File: src/rtl/lfsr_ext_counter.sv
// Event counter with a de Bruijn LFSR prescaler in the low bits and a binary upper field.
// The low field is LFSR-coded, so Out is raw code rather than a binary count.
module lfsr_ext_counter #(
  parameter int                   WIDTH     = 64,
  parameter int                   LFSR_BITS = 4,
  parameter logic [LFSR_BITS-1:0] TAPS      = 4'b1100
) (
  input  logic             Clk,
  input  logic             nRst,
  input  logic             CNT,
  input  logic             Clr,
  input  logic             Load,
  input  logic [WIDTH-1:0] LoadVal,
  input  logic [WIDTH-1:0] TcVal,
  output logic [WIDTH-1:0] Out,
  output logic             Ovf,
  output logic             Match
);

  localparam int UW = WIDTH - LFSR_BITS;
  localparam logic [LFSR_BITS-1:0] TERM = {1'b1, {(LFSR_BITS-1){1'b0}}};

  logic [LFSR_BITS-1:0] low;
  logic [LFSR_BITS-1:0] lowStep;
  logic [UW-1:0]        upper;
  logic [UW-1:0]        upperStep;
  logic                 feedback;
  logic                 termFlag;
  logic                 wrap;
  logic [WIDTH-1:0]     outNext;
  logic                 ovfNext;

  // Next-state selection: Clr beats Load beats CNT. The all-zero term in the
  // feedback splices state 0 in between TERM and 1, giving all 2^L states.
  always_comb begin
    low       = Out[LFSR_BITS-1:0];
    upper     = Out[WIDTH-1:LFSR_BITS];
    feedback  = (^(low & TAPS)) ^ (low[LFSR_BITS-2:0] == '0);
    lowStep   = {low[LFSR_BITS-2:0], feedback};
    upperStep = termFlag ? upper + 1'b1 : upper;
    wrap      = termFlag & (&upper);
    outNext   = Out;
    ovfNext   = 1'b0;
    if (Clr) begin
      outNext = '0;
    end else if (Load) begin
      outNext = LoadVal;
    end else if (CNT) begin
      outNext = {upperStep, lowStep};
      ovfNext = wrap;
    end
  end

  // termFlag is the registered "low == TERM" carry enable that keeps the
  // upper incrementer off the LFSR decode path; it tracks every state change.
  always_ff @(posedge Clk or negedge nRst) begin
    if (!nRst) begin
      Out      <= '0;
      Ovf      <= 1'b0;
      Match    <= 1'b0;
      termFlag <= 1'b0;
    end else begin
      Out      <= outNext;
      Ovf      <= ovfNext;
      Match    <= (outNext == TcVal);
      termFlag <= (outNext[LFSR_BITS-1:0] == TERM);
    end
  end

endmodule

File: config.mk
export PLATFORM = sky130hd
export DESIGN_NAME = lfsr_ext_counter
export DESIGN_NICKNAME = d
export VERILOG_FILES = /design/src/rtl/lfsr_ext_counter.sv
export SDC_FILE = /design/constraint.sdc
export NUM_CORES = 1
export LEC_CHECK = 0
export BUFFER_PORTS_ARGS = -buffer_cell sky130_fd_sc_hd__buf_2
export CAP_MARGIN = 20
export CELL_PAD_IN_SITES_DETAIL_PLACEMENT = 1
export CELL_PAD_IN_SITES_GLOBAL_PLACEMENT = 2
export CORE_MARGIN = 2
export CORE_UTILIZATION = 31
export DETAILED_ROUTE_END_ITERATION = 6
export HOLD_SLACK_MARGIN = 0.02
export PLACE_DENSITY_LB_ADDON = 0.1
export SYNTH_ARGS = -nofsm -noshare
export SYNTH_HDL_FRONTEND = slang
export SYNTH_SLANG_ARGS = --single-unit
File: constraint.sdc
create_clock -name Clk -period 9.1 [get_ports Clk]
set_input_delay 1.82 -clock Clk [delete_from_list [all_inputs] [get_ports Clk]]
set_output_delay 1.82 -clock Clk [all_outputs]
set_load 0.01 [all_outputs]
# Word-level counts from Yosys, hierarchy flattened
# Cells that the tools add are included.
[word_totals]
regBits = 67
latch_bits = 0
mem_bits_rw = 0
mem_bits_ro = 0
input_bits = 133
output_inout_bits = 66
wordCells = 19
memories = 0
[classes]
addsub = 1
mul = 0
div_mod_pow = 0
magnitude_cmp = 0
eq_ne = 2
shift = 0
n_mux = 7
bitwise = 2
n_reduce_logical = 3
[op_table]
columns = ["cell", "n"]
rows = [
  ["64-bit two-way mux", 3],
  ["64-bit equality test", 1],
  ["60-bit by 1-bit adder with 60-bit output, second input constant", 1],
  ["60-bit two-way mux", 1],
  ["60-bit AND reduction", 1],
  ["4-bit equality test, second input constant", 1],
  ["4-bit XOR reduction", 1],
  ["3-bit logical NOT", 1],
  ["1-bit two-way mux", 3],
  ["1-bit bitwise AND", 1],
  ["1-bit bitwise XOR", 1],
]

# Logic depth before layout (Yosys ltp)
[logic_depth]
ltp_word = 6
depth_mapped = 12
depth_no_buf = 10

# Worst setup path after synthesis
# OpenSTA, ideal clock, no wires.
[synth_path]
kind = "input to register"
from = "input CNT"
to = "register Match"
setup_ns = 0.096
arrival_time_ns = 4.271
t_required_ns = 9.004
setup_slack_ns = 4.733
stages = 10
path_buffers = 1
path_cell_list = "buf_2 -> nand4_1 -> nor2_1 -> nand4_1 -> or4_1 -> a311oi_1 -> xor2_1 -> a2111oi_0 -> nand4_1 -> nor4_2"
[synth_between]
elab_chain_cells = 4
[synth_rtl]
columns = ["item", "line", "text"]
rows = [
  ["from (decl)", "10", "input logic CNT,"],
  ["64-bit two-way mux", "48", "end else if (CNT) begin"],
  ["64-bit two-way mux", "46", "end else if (Load) begin"],
  ["64-bit two-way mux", "44", "if (Clr) begin"],
  ["net outNext[61]", "30", "logic [WIDTH-1:0] outNext;"],
  ["64-bit equality test", "65", "Match <= (outNext == TcVal);"],
  ["to (signal assigned)", "65", ""],
  ["to (decl)", "17", "output logic Match"],
]
# The timed path passes the listed nets, and every way through them passes these cells.

# Worst setup path in the final report
# Same ends and word-level chain as after synthesis.

==> results.txt <==
Post-synth top flop: dfrtp_1
worst skew pair latency: 0.35 ns
IO buf count: 198
maximum VDD drop: 78.3 uV
Setup Skew: 0.0111 ns
WHS Path Cells: 2
PwrDens: 130 mW/mm2
Final ANT Viol Nets: 0
vias per inst: 5.99
Cells after Synth: 881
CP endpoint kind: flip-flop
hpwl dp: 26.5 mm
Placed Area: 0.00780 mm2
Placer Congestion: 0.935
setup TNS: 0 ns
Hold Buf Count CTS: 0
Cell Rows: 53
post-CTS sizing: 0
outcome: complete, no violations
worst hold path type: flip-flop to flip-flop
startpoint types: input port
CP Class: input port to flip-flop
Nets: 1189
fmax: 0.187 GHz
post-synthesis sequential area ratio: 0.256
Vias: 7999
Tcrit/Tclk final: 0.589
die area: 0.0223 mm2
Lkg Pwr: 0.00342 uW
Synth Area per Inst: 7.44 um2
critical path peak fanout: 18
initial antenna violation count: 0
Post-Syn Nets: 1015
share of post-route cells with drive strength above 1: 0.242
actual transition at the worst max-transition pin: 0.830 ns
Tot GR Track Use: 0.304
Netlist Area Pre-Place: 0.00655 mm2
Final Slew Violations: 0
critical path required time: 9.35 ns
Reg2Reg Depth: 11
clock sink total: 67
CTS tree: built
Die Ht: 149 um
grt peak-use layer: met2
H-tree levels: 3
Clock transition at path regs: 0.07 ns
Post-CTS Setup Bufs: 0
Critical Path AT: 5.60 ns
design area: 0.00817 mm2
diodes inserted: 0
Area Growth Syn to Fin: 24.7%
first-pass GRT wire length: 50.5 mm
register bit count reported by yosys: 67
final hold vios: 0
DR pass1 iterations: 7
Max-cap violations: 0
DRT Wirelength: 34.1 mm
total CTS buffers: 9
# IOs: 199
yosys warns: 0
asr flop ratio synth: 1.00
fillers: 2692
Core Area: 0.0209 mm2
GR Util met3: 0.0468
met1 usage: 0.447
setup violators final: 0
Routed wire per std cell: 25.5 um
library cells used by synthesis: 75
Die X: 149 um
Slew headroom: 0.445
Post-synth EDFFs: 0
Starting Density: 0.314
vias in the first global route: 7981
pin count of the biggest net entering global routing: 43
clock buffer depth: 2
RSZ-0062 raised after global routing: false
clk root buf: clkbuf_16
number of remaining DRC errors: 0
grt total ovfl: 0
min Tclk post-route: 5.36 ns
Global Route met2 Usage: 0.462
initial DRC count: 745
[registers in the layout (all words and copies together) (netlist names)]
name      cells
Match         1
Out          64
Ovf           1
termFlag      1
[worst max-delay path: stages]
cell and delay (ns):
buf_2 0.21, nand4_1 0.33, nor2_1 0.75, nand4_1 0.17
buf_4 0.26, or3_1 0.33, a311oi_1 0.49, o221ai_1 0.22
nor4b_1 0.57, nand3_1 0.26, nor4_2 0.19
[through the flow]
step,hold WS (ns),setup WS (ns),total power (uW),instances,utilization
2_1_floorplan,0.638,4.73,473,881,-
3_3_place_gp,0.665,3.44,606,1317,0.373
3_5_place_dp,0.672,3.49,606,1319,0.373
4_1_cts,0.681,3.81,1070,1335,0.391
5_1_grt,0.711,3.45,1110,1335,0.391
6_report,0.679,3.74,1070,1335,0.391
[placed cells by master, fill, tap and decap left out, types with 9 or more instances in the layout]
| cell | count |
|---|---|
| a31oi_1 | 9 |
| nor2b_1 | 12 |
| inv_1 | 47 |
| nand4_1 | 40 |
| xor2_1 | 24 |
| a2111oi_0 | 10 |
| mux2i_1 | 9 |
| nor2_1 | 87 |
| o21ai_0 | 40 |
| clkbuf_16 | 9 |
| or4_1 | 13 |
| buf_4 | 15 |
| a211oi_1 | 16 |
| o22ai_1 | 11 |
| buf_2 | 197 |
| xnor2_1 | 30 |
| nand3_1 | 51 |
| nor3_1 | 47 |
| nand2_1 | 77 |
| a21oi_1 | 33 |
| or3_1 | 12 |
| dfrtp_1 | 67 |
| nor4_1 | 26 |
[cell families after synthesis]
kind of cell    share of synthesized area
compound gates                      0.235
xor+xnor                           0.0722
fa+ha+maj                         0.00191
buf+inv                            0.0603
flops                               0.256
mux                                0.0206
simple gates                        0.354
[final timing paths]
check                                      start  slack (ns)           endpoint
worst min-delay path            Out[5]$_DFF_PN0_        0.68   Out[5]$_DFF_PN0_
min in group asynchronous                   nRst        1.42  Out[24]$_DFF_PN0_
worst min register to register  Out[5]$_DFF_PN0_        0.68   Out[5]$_DFF_PN0_
max in group asynchronous                   nRst        6.73    Match$_DFF_PN0_
worst max-delay path                         CNT        3.74    Match$_DFF_PN0_
worst max register to register  Out[4]$_DFF_PN0_        4.81    Match$_DFF_PN0_
[where the power goes]
| part | internal [uW] | switching, uW | total, uW |
|---|---|---|---|
| registers | 316 | 39.3 | 355 |
| clock network | 299 | 162 | 461 |
| logic | 95.5 | 154 | 250 |
[Yosys cell counts, types with 9 or more instances]
cell type	number	area share
a2111oi_0	11	0.015
a211oi_1	16	0.018
a21oi_1	33	0.025
a31oi_1	9	0.0086
buf_1	12	0.0069
clkbuf_1	30	0.017
dfrtp_1	67	0.26
inv_1	48	0.027
mux2i_1	9	0.014
nand2_1	77	0.044
nand3_1	51	0.039
nand4_1	40	0.038
nor2_1	88	0.050
nor2b_1	13	0.012
nor3_1	47	0.036
nor4_1	26	0.025
o21ai_0	40	0.031
o22ai_1	11	0.011
or3_1	12	0.011
or4_1	13	0.015
xnor2_1	30	0.040
xor2_1	24	0.032
[cell type report]
type                            count  area, um2  area share
Multi-Input combinational cell    715       4490       0.549
Inverter                           48        180      0.0220
Sequential cell                    67       1680       0.205
Timing Repair Buffer              214       1110       0.136
Clock buffer                        9        225      0.0276
Tap cell                          275        344      0.0421
Clock inverter                      7        146      0.0179
[per-layer routing]
metal | routed length [um] | part of all wire | vias to the layer above
met5 | 0 | 0 | -
met4 | 782 | 0.023 | 0
met1 | 16000 | 0.47 | 3946
li1 | - | - | 3687
met3 | 2250 | 0.066 | 44
met2 | 15000 | 0.44 | 322
Note: power is estimated with default switching activity, not from simulation.
